## src/rtl/wavelet_pkg.sv

```systemverilog
// Shared defaults and FSM encoding for the wavelet scheduler and its tap register.
package wavelet_pkg;

  localparam int DEFAULT_BITS_PER_ELEM  = 8;
  localparam int DEFAULT_NUM_ELEM       = 7;
  localparam int DEFAULT_NUM_FILTERS    = 8;
  localparam int DEFAULT_SUM_TRUNCATION = 8;

  typedef enum logic [1:0] {
    IDLE = 2'd0,
    CALC = 2'd1,
    WAIT = 2'd2,
    EMIT = 2'd3
  } state_t;

endpackage

```

## src/rtl/wavelet_scheduler_tap_shift_reg.sv

```systemverilog
// Tap delay line: on enable, element 0 takes the new sample and every other
// element takes its lower neighbour; the oldest element falls off the top.
module tap_shift_reg
  import wavelet_pkg::*;
#(
  parameter int WIDTH = DEFAULT_BITS_PER_ELEM,
  parameter int DEPTH = DEFAULT_NUM_ELEM
) (
  input  logic                   clk,
  input  logic                   rst,
  input  logic                   en,
  input  logic [WIDTH-1:0]       din,
  output logic [WIDTH*DEPTH-1:0] taps
);

  logic [WIDTH*DEPTH-1:0] shifted;

  generate
    if (DEPTH > 1) begin : g_shift
      assign shifted = {taps[WIDTH*(DEPTH-1)-1:0], din};
    end else begin : g_single
      assign shifted = din;
    end
  endgenerate

  always_ff @(posedge clk) begin
    if (rst) begin
      taps <= '0;
    end else if (en) begin
      taps <= shifted;
    end
  end

endmodule

```

## src/rtl/wavelet_scheduler.sv

```systemverilog
// Accepts one sample per frame, strobes the filter bank, snapshots all filter
// outputs and serialises them one per handshake; samples offered while busy are dropped.
module wavelet_scheduler
  import wavelet_pkg::*;
#(
  parameter int BITS_PER_ELEM  = DEFAULT_BITS_PER_ELEM,
  parameter int NUM_ELEM       = DEFAULT_NUM_ELEM,
  parameter int NUM_FILTERS    = DEFAULT_NUM_FILTERS,
  parameter int SUM_TRUNCATION = DEFAULT_SUM_TRUNCATION,
  localparam int SEL_W         = (NUM_FILTERS > 1) ? $clog2(NUM_FILTERS) : 1
) (
  input  logic                                clk,
  input  logic                                rst,
  input  logic signed [BITS_PER_ELEM-1:0]     i_sample,
  input  logic                                i_sample_valid,
  output logic                                o_sample_ready,
  output logic [NUM_ELEM*BITS_PER_ELEM-1:0]   o_taps,
  output logic                                o_start_calc,
  input  logic [NUM_FILTERS*SUM_TRUNCATION-1:0] i_wavelets,
  output logic [SUM_TRUNCATION-1:0]           o_data,
  output logic                                o_data_valid,
  input  logic                                i_data_ready,
  output logic [SEL_W-1:0]                    o_filter_sel,
  output logic [7:0]                          o_drop_count
);

  localparam logic [SEL_W-1:0] LAST_IDX = SEL_W'(NUM_FILTERS - 1);

  state_t                    state, state_nxt;
  logic [SEL_W-1:0]          idx;
  logic [SUM_TRUNCATION-1:0] snap [NUM_FILTERS];
  logic                      accept;
  logic                      drop;

  assign accept = (state == IDLE) && i_sample_valid;
  assign drop   = (state != IDLE) && i_sample_valid;

  tap_shift_reg #(
    .WIDTH (BITS_PER_ELEM),
    .DEPTH (NUM_ELEM)
  ) u_taps (
    .clk  (clk),
    .rst  (rst),
    .en   (accept),
    .din  (i_sample),
    .taps (o_taps)
  );

  always_ff @(posedge clk) begin
    if (rst) begin
      state <= IDLE;
    end else begin
      state <= state_nxt;
    end
  end

  always_comb begin
    state_nxt      = state;
    o_sample_ready = 1'b0;
    o_start_calc   = 1'b0;
    o_data_valid   = 1'b0;
    o_data         = '0;
    o_filter_sel   = '0;
    case (state)
      IDLE: begin
        o_sample_ready = 1'b1;
        if (i_sample_valid) state_nxt = CALC;
      end
      CALC: begin
        o_start_calc = 1'b1;
        state_nxt    = WAIT;
      end
      WAIT: begin
        state_nxt = EMIT;
      end
      EMIT: begin
        o_data       = snap[idx];
        o_filter_sel = idx;
        o_data_valid = 1'b1;
        if (i_data_ready && (idx == LAST_IDX)) state_nxt = IDLE;
      end
      default: state_nxt = IDLE;
    endcase
  end

  // Snapshot freezes the filter outputs so later bank activity cannot leak into the frame.
  always_ff @(posedge clk) begin
    if (rst) begin
      for (int k = 0; k < NUM_FILTERS; k++) snap[k] <= '0;
    end else if (state == WAIT) begin
      for (int k = 0; k < NUM_FILTERS; k++) begin
        snap[k] <= i_wavelets[SUM_TRUNCATION*k +: SUM_TRUNCATION];
      end
    end
  end

  always_ff @(posedge clk) begin
    if (rst) begin
      idx <= '0;
    end else if (state == WAIT) begin
      idx <= '0;
    end else if ((state == EMIT) && i_data_ready) begin
      idx <= (idx == LAST_IDX) ? '0 : idx + 1'b1;
    end
  end

  always_ff @(posedge clk) begin
    if (rst) begin
      o_drop_count <= '0;
    end else if (drop && (o_drop_count != 8'hFF)) begin
      o_drop_count <= o_drop_count + 8'd1;
    end
  end

endmodule

```

## config.mk

```make
export PLATFORM = sky130hd
export DESIGN_NAME = wavelet_scheduler
export DESIGN_NICKNAME = d
export VERILOG_FILES = /design/src/rtl/wavelet_pkg.sv /design/src/rtl/wavelet_scheduler_tap_shift_reg.sv /design/src/rtl/wavelet_scheduler.sv
export SDC_FILE = /design/constraint.sdc
export NUM_CORES = 1
export LEC_CHECK = 0
export BUFFER_PORTS_ARGS = -buffer_cell sky130_fd_sc_hd__buf_2
export CAP_MARGIN = 10
export CORE_MARGIN = 3
export CORE_UTILIZATION = 56
export DETAILED_ROUTE_END_ITERATION = 6
export GPL_TIMING_DRIVEN = 0
export PLACE_DENSITY = 0.84
export SKIP_CTS_REPAIR_TIMING = 1
export SLEW_MARGIN = 20
export SYNTH_ARGS = -nofsm -noshare
export SYNTH_HDL_FRONTEND = slang
export SYNTH_SLANG_ARGS = --single-unit
```

## constraint.sdc

```tcl
create_clock -name clk -period 3.2 [get_ports clk]
set_input_delay 0.16 -clock clk [delete_from_list [all_inputs] [get_ports clk]]
set_output_delay 0.16 -clock clk [all_outputs]
set_load 0.01 [all_outputs]
```

* After elaboration in Yosys (flattened, before gate mapping)
Memory sizes are Yosys's and may differ from the RTL's. A register that Yosys moved wholly into a read port is not among the register bits.
Index checks and enable logic that the tools add are counted.
Widths: inputs -> output; s select.
** Storage, ports and cells
- Output and inout bits :: 78
- Bits in registers :: 69
- RAM bits :: 64
- Memories kept :: 1
- Input port bits :: 76
- Logic and storage cells :: 55
** Operators by class
- Bitwise logic cells :: 8
- Reductions and logical operators :: 9
- Eq/ne operators :: 7
- Add/sub/neg operators :: 2
- Mux-type cells :: 24
** Memory list
- snap :: depth 8, bits a word 8, read ports 1, clocked after memory_dff 1, wr ports 8, line wavelet_scheduler.sv:31 : logic [SUM_TRUNCATION-1:0] snap [NUM_FILTERS];
** Operators with widths (count)
- $mux 8 :: 9
- $mux 3 :: 4
- $add 8x1->8 const B :: 1
- $mux 1 :: 8
- $ne 8x8->1 const B :: 1
- $or 1x1->1 :: 8
- $pmux 2 s4 :: 1
- $logic_and 1x1->1 :: 5
- $eq 2x2->1 const B :: 2
- $mux 2 :: 2
- $ne 2x2->1 const B :: 2
- $add 3x1->3 const B :: 1
- $eq 3x3->1 const B :: 1
- $eq 2x1->1 const B :: 1
- $logic_not 2->1 :: 1
- $reduce_and 2->1 :: 1
- $reduce_bool 2->1 :: 1
- $reduce_or 2->1 :: 1

* Longest topological paths before layout
- Depth after elaboration :: 5
- Depth in mapped cells :: 7
- Depth with buffers taken out :: 5

* Cells and area by module
From an unflattened synthesis, not the netlist that was laid out.
** Unflattened totals
- Cells, all modules :: 435
- Area total of the unflattened synthesis :: 5696.7 sq um
** Modules (own cells, without submodules)
- wavelet_scheduler :: cells an instance 255, seq. area each 2242.2 sq um, area each 3682.3 sq um, instances 1
- tap_shift_reg :: cells an instance 180, seq. area each 1121.1 sq um, area each 2014.4 sq um, instances 1

* Worst setup path after synthesis
No wires, ideal clock.
- Kind :: register to register
- Start :: register state[0]
- End :: memory snap[0][0] (netlist name), enable pin
- Setup time :: 0.395 ns
- Path slack :: 1.387 ns
- Stages on the path, launching flop included :: 4
- Path buffers :: 0
- Clock period less this slack :: 1.813 ns
- Data arrival time :: 1.417 ns
- Data required time :: 2.805 ns
- Path through :: dfxtp_1 inv_1 ha_1 or2_2
** RTL lines
- start, declared :: line wavelet_scheduler.sv:29 : state_t state, state_nxt;
- start signal, assigned :: line wavelet_scheduler.sv:53 : state <= state_nxt;
- end, declared :: line wavelet_scheduler.sv:31

==> flow_metrics.env <==
export IMPL_status="finished with violations"
export IMPL_violations="hold timing"
export IMPL_grt_pass1_wl_um=21600
export IMPL_crit_buf_inv=3
export IMPL_gp_congestion=0.886
export IMPL_cp_arrival_ns=2.32
export IMPL_path_clk_slew_ns=0.06
export IMPL_final_min_clock_period_ns=2.48
export IMPL_powerDensity_nw_per_um2=645
export IMPL_io_pin_count=154
export IMPL_setup_tns_ns=0
export IMPL_cts_max_path_buffers=2
export IMPL_p_clk_share_pct=36.8
export IMPL_critPathTopFamily="buffers and inverters"
export IMPL_grt_overflow=0
export IMPL_avgViaCountPerCell=5.60
export IMPL_syn_instance_count=501
export IMPL_grt_max_degree=68
export IMPL_crit_path_frequent_cell="buf_2"
export IMPL_intPower_mw=3.54
export IMPL_worstMarginPinSlew_ns=0.898
export IMPL_yosysUniqueCellTypes=36
export IMPL_max_stage_delay_ns=0.39
export IMPL_die_h_um=106
export IMPL_critPathCaptureType="output pin"
export IMPL_synth_nets=584
export IMPL_skew_ns=0.0133
export IMPL_grt_pass1_vias=4475
export IMPL_htreeDepth=4
export IMPL_worstSetupPathType="reg -> out"
export IMPL_hp_class="in -> reg"
export IMPL_p_leak_nw=3.28
export IMPL_holdWs_ns=-0.0243
export IMPL_post_drt_wl_per_cell_um=19.3
export IMPL_hold_depth=2
export IMPL_cts_sinks=136
export IMPL_required_ns=3.04
export IMPL_drcViolationCount=0
export IMPL_setup_violations=0
export IMPL_max_vdd_ir_drop_v=0.000436
export IMPL_synth_area_um2=5590
export IMPL_finalPower_mw=5.02
export IMPL_port_buffers=153
export IMPL_drt_iter0_drc=444
export IMPL_crit_path_start_kind="flip-flop"
export IMPL_antenna_found_initial=2
export IMPL_drive_above_1_share_pct=27.5
export IMPL_r2r_worst_path_cells=6
export IMPL_critical_path_max_fanout=10
export IMPL_seqPwrFrac_pct=44.2
export IMPL_slew_headroom_pct=40.2
export IMPL_fillCellCount=514
export IMPL_r2r_start="state[0]$_SDFFE_PP0P_"
export IMPL_dpl_hpwl_um=9640
export IMPL_fin_util_pct=82.3
export IMPL_fmax_mhz=403
export IMPL_wl_um=17100
export IMPL_yosysTopAreaCell="edfxtp_1"
export IMPL_pwr_share_comb_pct=19.0
export IMPL_cts_made_buffers=17
export IMPL_p_switching_mw=1.48
export IMPL_yosysWarnings=0
export IMPL_die_w_um=106
export IMPL_avgSynthCellArea_um2=11.2
export IMPL_cap_violations=0
export IMPL_worst_path_stages=5
export IMPL_slowest_stage="buf_2"
export IMPL_synth_top_area_share_pct=34.4
export IMPL_drt_pass1_iter_count=5
export IMPL_ys_seq_area_share_pct=60.1
export IMPL_vias=4965
export IMPL_groute_usage_overall_pct=24.7
export IMPL_hold_viol=2
export IMPL_synth_seq_cells=136
export IMPL_switching_share_pct=29.4
export IMPL_insertion_delay_ns=0.53
export IMPL_nets=826
export IMPL_drv_slew=0
export IMPL_grt_setup_unrepaired="no"
export IMPL_rows=35
export IMPL_synth_area_leaders="edfxtp_1, dfxtp_1, nand2_1, and2_1, a21oi_1"
export IMPL_coreArea_um2=9460
export IMPL_fin_crit_sh_pct=77.5
export IMPL_ant_nets=0
export IMPL_initial_utilization_pct=59.1
export IMPL_holdCritStartpoint="i_wavelets[51]"
export IMPL_cts_tree="done"
export IMPL_dieArea_um2=11200
export IMPL_synthToLayoutAreaGrowth_pct=39.2
export IMPL_worstPathCellList="clkbuf_1 > buf_2 > mux4_2 > a22o_1 > buf_2"
export IMPL_cts_root_buf="clkbuf_8"
cells in the final DEF (no fill, tap or decap), types with 8 or more instances in the layout:
cell,count
nor2b_1,21
a21oi_1,64
a22o_1,8
nand2_1,117
and2_1,53
dlygate4sd3_1,70
clkbuf_1,23
buf_2,160
clkbuf_16,18
mux4_2,10
edfxtp_1,64
dfxtp_1,72
flip-flops by register name, summed over array words and instances, names as in the netlist, named ones only:
signal,flops
u_taps.taps,56
idx,3
o_drop_count,8
snap,64
state,2
per-stage QoR:
| stage | setup slack [ns] | instances | cell area (um2) | hold slack, ns |
|---|---|---|---|---|
| floorplan | 1.39 | 501 | 5590 | 0.296 |
| global route | 0.658 | 887 | 7780 | 0.00418 |
| global placement | 0.914 | 783 | 6520 | 0.401 |
| finish | 0.719 | 887 | 7780 | -0.0243 |
| detailed placement | 1.18 | 783 | 6520 | 0.410 |
| CTS | 0.728 | 815 | 7080 | -0.130 |
synthesized netlist by cell type:
master    count
nand2_1     117
dfxtp_1      72
a21oi_1      64
edfxtp_1     64
and2_1       53
clkbuf_1     23
nor2b_1      21
mux4_2       10
a22o_1        8
buf_2         7
ha_1          7
mux4_1        6
nor2_1        6
nand2b_1      4
nand3_1       4
a31oi_1       3
and4_1        3
inv_1         3
nor3_1        3
a211oi_1      2
and3_1        2
buf_1         2
mux2_2        2
mux2i_1       2
o2111a_1      2
a21bo_2       1
a21o_1        1
a41o_1        1
and3b_1       1
and4b_1       1
buf_12        1
buf_6         1
nand3b_1      1
nand4_1       1
nor4b_1       1
or2_2         1
kinds of logic (layout without fill, tap and decap cells):
logic type	count (synthesis)	after routing	share of synthesized area (%)
other	0	2	0
flip-flops	136	136	60.1
adder cells (fa/ha/maj)	7	7	1.57
multiplexers	20	20	7.61
buffers and inverters	37	292	3.06
AO/OA/AOI/OAI	82	82	8.48
AND/OR/NAND/NOR	219	219	19.2
power by group through the flow:
stage	Clock (mW)	Combinational, mW	Sequential, mW
finish	1.85	0.956	2.22
global route	1.91	1.02	2.24
CTS	1.82	0.848	2.20
detailed placement	0	0.839	2.24
global placement	0	0.803	2.22
floorplan	0	0.548	2.22
path summary, 6_finish.rpt:
kind,endpoint,slack [ns]
setup / recovery,o_data[5],0.72
hold / removal,snap[6][3]$_SDFFCE_PP0P_,-0.02
setup reg to reg,snap[0][2]$_SDFFCE_PN0P_,0.95
hold reg to reg,u_taps.taps[53]$_SDFFE_PP0P_,0.46
per-layer routing:
layer / part of all wire (%) / global-route usage (%) / vias up
met5: 0 / 0 / -
met4: 3.5 / 8.88 / 0
met3: 7.0 / 6.44 / 54
met2: 54 / 42.5 / 272
met1: 36 / 30.2 / 2407
li1: - / - / 2232
area by class of cell:
type	instances	area [um2]	area share, %
diodes	2	5.00	0.0643
multi-input cells	328	2060	26.5
clock inverters	12	86.3	1.11
well taps	129	161	2.07
inverters	3	11.3	0.145
flip-flops and latches	136	3360	43.2
repair buffers	223	1470	18.8
clock buffers	20	469	6.03
plain buffers	34	160	2.06
Power figures use the tool's default switching activity.
